File: src/rtl/x74_lut_array.sv
// N-channel 2-input programmable gate array; truth tables loaded over a chainable serial port.
// Latency: y is 1 cycle after a/b when REG_OUT=1, combinational when REG_OUT=0; a load reaches f one cycle after its edge.
// Backpressure: none; cfg_shift and cfg_load are sampled on every rising edge, with no handshake.
module x74_lut_array #(
    parameter int         N         = 4,
    parameter bit         REG_OUT   = 1'b1,
    parameter logic [3:0] CFG_RESET = 4'b1000
) (
    input  logic         clk,
    input  logic         nreset,
    input  logic [N-1:0] a,
    input  logic [N-1:0] b,
    output logic [N-1:0] y,
    input  logic         cfg_sdi,
    input  logic         cfg_shift,
    input  logic         cfg_load,
    output logic         cfg_sdo,
    output logic         cfg_full
);

    localparam int             W      = 4 * N;
    localparam int             CW     = $clog2(W + 1);
    localparam logic [CW-1:0]  C_FULL = CW'(W);
    localparam logic [CW-1:0]  C_ONE  = {{(CW-1){1'b0}}, 1'b1};

    logic [W-1:0]  r_sreg;
    logic [W-1:0]  r_lut;
    logic [CW-1:0] r_cnt;
    logic [N-1:0]  w_f;

    // Serial shift register; MSB is the chain output.
    always_ff @(posedge clk or negedge nreset) begin
        if (!nreset) begin
            r_sreg <= '0;
        end else if (cfg_shift) begin
            r_sreg <= {r_sreg[W-2:0], cfg_sdi};
        end
    end

    // Active tables capture the pre-shift register contents on a load.
    always_ff @(posedge clk or negedge nreset) begin
        if (!nreset) begin
            r_lut <= {N{CFG_RESET}};
        end else if (cfg_load) begin
            r_lut <= r_sreg;
        end
    end

    always_ff @(posedge clk or negedge nreset) begin
        if (!nreset) begin
            r_cnt <= '0;
        end else if (cfg_load) begin
            r_cnt <= cfg_shift ? C_ONE : '0;
        end else if (cfg_shift && (r_cnt != C_FULL)) begin
            r_cnt <= r_cnt + C_ONE;
        end
    end

    assign cfg_sdo  = r_sreg[W-1];
    assign cfg_full = (r_cnt == C_FULL);

    // {a,b} selects one bit of the channel's 4-bit truth table, a being the MSB.
    for (genvar gi = 0; gi < N; gi++) begin : g_chan
        logic [3:0] w_tt;
        assign w_tt    = r_lut[4*gi +: 4];
        assign w_f[gi] = w_tt[{a[gi], b[gi]}];
    end

    if (REG_OUT) begin : g_reg
        logic [N-1:0] r_y;
        always_ff @(posedge clk or negedge nreset) begin
            if (!nreset) begin
                r_y <= '0;
            end else begin
                r_y <= w_f;
            end
        end
        assign y = r_y;
    end else begin : g_comb
        assign y = w_f;
    end

endmodule

File: config.mk
export PLATFORM = sky130hd
export DESIGN_NAME = x74_lut_array
export DESIGN_NICKNAME = d
export VERILOG_FILES = /design/src/rtl/x74_lut_array.sv
export SDC_FILE = /design/constraint.sdc
export NUM_CORES = 1
export LEC_CHECK = 0
export BUFFER_PORTS_ARGS = -buffer_cell sky130_fd_sc_hd__buf_2
export CORE_ASPECT_RATIO = 0.9
export CORE_UTILIZATION = 50
export CTS_CLUSTER_SIZE = 30
export DETAILED_ROUTE_END_ITERATION = 16
export PLACE_DENSITY = 0.78
export SYNTH_ARGS = -nofsm -noshare
export SYNTH_HDL_FRONTEND = slang
export SYNTH_SLANG_ARGS = --single-unit
File: constraint.sdc
create_clock -name clk -period 2.1 [get_ports clk]
set_clock_uncertainty 0.15 [all_clocks]
set_input_delay 0.315 -clock clk [delete_from_list [all_inputs] [get_ports clk]]
set_output_delay 0.315 -clock clk [all_outputs]
set_load 0.01 [all_outputs]
# Word-level counts from Yosys, hierarchy flattened
# Cells that the tools add are included.
# word_totals
regBits	41
in_bits	13
out_inout_bits	6
elab_cells	24
# classes
n_addsub	1
order_cmp	4
n_eq_ne	2
muxes	11
n_reduce_logical	2
# op_table
operator	n
$lt 2x3->1 const B	4
$mux 5	2
$bmux 1 s2	4
$add 5x1->5 const B	1
$eq 5x5->1 const B	1
$mux 1	5
$ne 5x5->1 const B	1
$reduce_bool 2->1	1
$logic_and 1x1->1	1

# Depth between registers and ports, before layout
# logic_depth
depth_word	4
depth_mapped	5
ltp_nobuf	5

# Worst setup path before layout
# OpenSTA, ideal clock, no wires.
# synth_timing
path_type	register -> register
from	register r_cnt[0]
to	register r_cnt[2]
setup_ns	0.073
arrival_ns	1.260
required_ns	1.877
path_slack_ns	0.617
stages_incl_launch_ff	6
n_path_buf	0
period_less_slack_ns	1.483
cell_sequence	dfrtp_1 inv_1 ha_1 and4bb_4 or3_1 a21oi_2
# synth_via
elab_chain_cells	3
word_cells_on_any_way	6
cone_classes	add/sub (1); eq/ne (1); mux (2); reduce/logical (2)
# synth_rtl
element	line	text
start: declaration	28	logic [CW-1:0] r_cnt;
start signal: assignment	53	r_cnt <= cfg_shift ? C_ONE : '0;
start signal: assignment	55	r_cnt <= r_cnt + C_ONE;
$add 5x1->5 or $ne 5x5->1 (tied branches)	55, 54	
$mux 5 or $logic_and 1x1->1 (tied branches)	54	end else if (cfg_shift && (r_cnt != C_FULL)) begin
$mux 5 or $reduce_bool 2->1 (tied branches)	--	
# Several ways; a longest one is shown, not always the timed one. The select of a mux whose other input is x is not followed.
# A chain may end at the register's enable or synchronous reset.

# Final worst setup path
# layout_timing
from	register r_cnt[0]
to	output port cfg_full
# layout_via
elab_chain_cells	1
# layout_rtl
element	line	text
$eq 5x5->1	60	assign cfg_full = (r_cnt == C_FULL);
end: declaration	18	output logic cfg_full
# Every way passes these cells.

==> parameters.txt <==
Parameter                              Value

Cells and area
  Layout Area Growth over Synthesis ... 13.87%
  Number of inserted diodes ... 0
  Total area of multi-input combinational cells ... 601.8 µm²
  Area taken by flip-flops and latches ... 1031 µm²
  Layout filler cell count ... 256
  Non-filler cells in the finished layout ... 169
  Ratio of cells with drive above 1 in the final layout ... 0.5276
  Final design area excluding fillers ... 1891 µm²
  Final #Nets ... 141

STA
  Final count of hold timing violations ... 0
  RSZ-0062 raised after global routing ... false
  Slew at the pin with the worst max-slew slack ... 0.4914 ns
  Final count of pins violating max slew ... 0
  Worst max-slew margin expressed relative to the limit ... 0.6724
  Share of the clock period used by the worst path ... 0.8598
  Sum of negative setup slack ... 0 ns
  Fmax ... 553.8 MHz
  Final critical path time including I/O delays and setup ... 1.806 ns
  Finish-stage setup viols ... 0

Die
  Floorplan die height ... 56.67 µm
  Die area ... 3555 µm²
  Row cnt ... 19
  Initial Utilization ... 0.5331
  CORE AREA ... 3114 µm²
  Floorplan die width ... 62.74 µm
  Total I/O pin count ... 19

Route
  Routed wire length per instance ... 14.59 µm
  DRC violations left ... 0
  Starting DRT DRC Count ... 50
  DRT Pass-1 Iters ... 4
  Routed wire length ... 2465 µm
  Number of antenna-violating nets in the routed design ... 0
  Via Count ... 897
  Via-per-instance ratio ... 5.308

Power and ir drop
  Power density over the cells ... 1162 nW/µm²
  Total power ... 2.197 mW
  Worst IR Drop VDD ... 0.0006360 V
  Leakage power ... 0.8397 nW

Worst setup path
  Number of cells traversed by the worst register-to-register path ... 5
  Total buffers and inverters traversed by the critical path ... 2
  Worst setup SP type ... flip-flop
  Top cell family by delay on the critical path ... flip-flops
  WP data required ... 1.63 ns
  Crit-path max FO ... 4
  Sequence of cells on the critical path ... inv_1 > ha_1 > and4bb_4 > buf_2
  Type of the worst setup path ... flip-flop to output port
  Delay of the slowest cell on the worst path ... 0.41 ns
  Critical Path Sink Type ... output port
  FF-to-FF setup slack ... 0.49 ns
  Crit path DAT ... 1.34 ns
  R2R Path Start ... r_cnt[0]$_DFFE_PN0P_
  End of the worst register-to-register path ... r_cnt[0]$_DFFE_PN0P_
  Critical-path cell with the highest stage delay ... dfrtp_1

Synthesis
  Number of distinct library cell variants in the gate-level netlist after synthesis ... 19
  Combined area of all synthesized cells ... 1660 µm²
  #FFs+latches synth ... 41
  Post-synthesis async set-or-reset flop share ... 1.000
  Seq/Total Area, Yosys ... 0.6209
  Number of flops mapped to enable cells by yosys ... 0
  Synth top area cells ... dfrtp_1, mux2_2, dfstp_2, mux4_2, ha_1
  Post-Syn Nets ... 118
  Cell types with the highest counts after synthesis ... dfrtp_1, mux2_2, buf_2, dfstp_2, mux4_2
  Number of synthesis warnings ... 0
  Proportion of netlist area held by the largest area contributor ... 0.5576
  Synth Instances ... 103
  Most repeated cell in the gate-level netlist after synthesis ... dfrtp_1
  Mapped Avg Cell Area ... 16.12 µm²
  Yosys top cell by area ... dfrtp_1
  Ys flop type ... dfrtp_1

Place
  HPWL Detailed ... 1716 µm
  Placed Instances ... 160
  Cell area after placement ... 1790 µm²
  Final RePlAce weighted congestion ... 0.7432
  Total of buffers placed on input and output ports ... 18

Global routing
  Number of antenna violations at the first check in global routing ... 0
  Wire length of the first global-routing pass ... 4291 µm
  Vias in the first global route ... 995
  Maximum number of pins on one net before global-route repair ... 42
  Overflow left after global routing ... 0
  Global-route total usage across every layer ... 0.1670

Clock network
  Cts bufs inserted ... 5
  Clock tree from TritonCTS ... built
  Clock latency at the later pin of the worst-skew pair ... 0.29 ns
  Number of buffers on the longest clock path ... 2
  Quantity of gates resized following cts ... 0
  Clock tree root buffer cell ... clkbuf_8
  H-tree Lvls ... 2
  Clock transition at the register clock pins on the worst setup and hold paths after CTS ... 0.07 ns
  Number of clock sinks seen by CTS ... 41

Worst hold path
  Kind of path behind the tightest hold check ... input pin to flip-flop
  Hold-critical path endpoint ... r_sreg[0]$_DFFE_PN0P_
  Number of cells traversed by the worst hold path ... 2
  Worst min-delay path startpoint ... cfg_sdi

Job
  Maximum Capacitance Violations ... 0

Outcome
  Run status ... finished clean
-- per-stage QoR --
stage	worst slack, ns	util	hold WS, ns
2_1_floorplan	0.6169	-	-0.1306
3_3_place_gp	0.6175	0.5749	0.2399
3_5_place_dp	0.5072	0.5749	0.2508
4_1_cts	0.2907	0.6071	0.1028
5_1_grt	0.2311	0.6071	0.09934
6_report	0.2944	0.6071	0.1069
-- routing by layer --
metal  wire, µm  global-route usage
met5          0                   0
met4         59             0.07641
met3        105             0.07317
met1       1023              0.1792
met2       1276              0.2842
-- report_power, final --
group	switching, mW	leakage [nW]	internal (mW)	total [mW]
Combinational	0.153	0.303	0.285	0.438
Sequential	0.153	0.491	1.09	1.25
Clock	0.244	0.0455	0.268	0.511
-- sequential cells by signal, summed over array words and instances, names as in the netlist --
signal / cells
y: 4
r_sreg: 16
r_cnt: 5
r_lut: 16
-- how the worst max path moves through the flow --
stage | startpoint | endpoint | slack (ns) | depth (start not counted)
after floorplan | r_cnt[0]$_DFFE_PN0P_ | r_cnt[2]$_DFFE_PN0P_ | 0.62 | 5
after global placement | r_cnt[0]$_DFFE_PN0P_ | r_cnt[2]$_DFFE_PN0P_ | 0.62 | 5
after detailed placement | r_cnt[0]$_DFFE_PN0P_ | r_cnt[0]$_DFFE_PN0P_ | 0.51 | 5
after CTS | r_cnt[0]$_DFFE_PN0P_ | cfg_full | 0.29 | 4
after global routing | r_cnt[0]$_DFFE_PN0P_ | cfg_full | 0.23 | 4
final | r_cnt[0]$_DFFE_PN0P_ | cfg_full | 0.29 | 4
-- cells by family after synthesis --
| logic type | share of synthesized area |
|---|---|
| compound gates | 0.01055 |
| xor+xnor | 0.01055 |
| fa+ha+maj | 0.01507 |
| buf+inv | 0.01658 |
| flops | 0.6210 |
| mux | 0.2773 |
| simple gates | 0.04899 |
-- cell type report --
| cell class | count | area share |
|---|---|---|
| repair buffers | 20 | 0.05692 |
| clock buffers | 8 | 0.04765 |
| inverters | 2 | 0.003971 |
| flip-flops and latches | 41 | 0.5453 |
| multi-input cells | 56 | 0.3183 |
| well taps | 42 | 0.02780 |
-- layout by cell type, fill, tap and decap left out --
| master | n |
|---|---|
| a21oi_2 | 1 |
| nand2b_1 | 2 |
| and4bb_4 | 1 |
| clkbuf_8 | 6 |
| nand4_1 | 2 |
| dlygate4sd3_1 | 1 |
| dfrtp_1 | 37 |
| buf_2 | 18 |
| mux2i_1 | 1 |
| or3b_1 | 1 |
| clkbuf_1 | 2 |
| ha_1 | 2 |
| dfstp_2 | 4 |
| xor2_1 | 2 |
| buf_4 | 1 |
| inv_1 | 2 |
| nor2b_1 | 1 |
| mux2_2 | 32 |
| nand2_1 | 3 |
| mux4_2 | 4 |
| o311ai_1 | 1 |
| nor2_1 | 2 |
| or3_1 | 1 |
-- timing repair --
action                                 CTS  global route
endpoints found under the hold margin   37             0
hold buffers                             1             0
setup buffers                            0             0
Note: power is estimated with default switching activity, not from simulation.
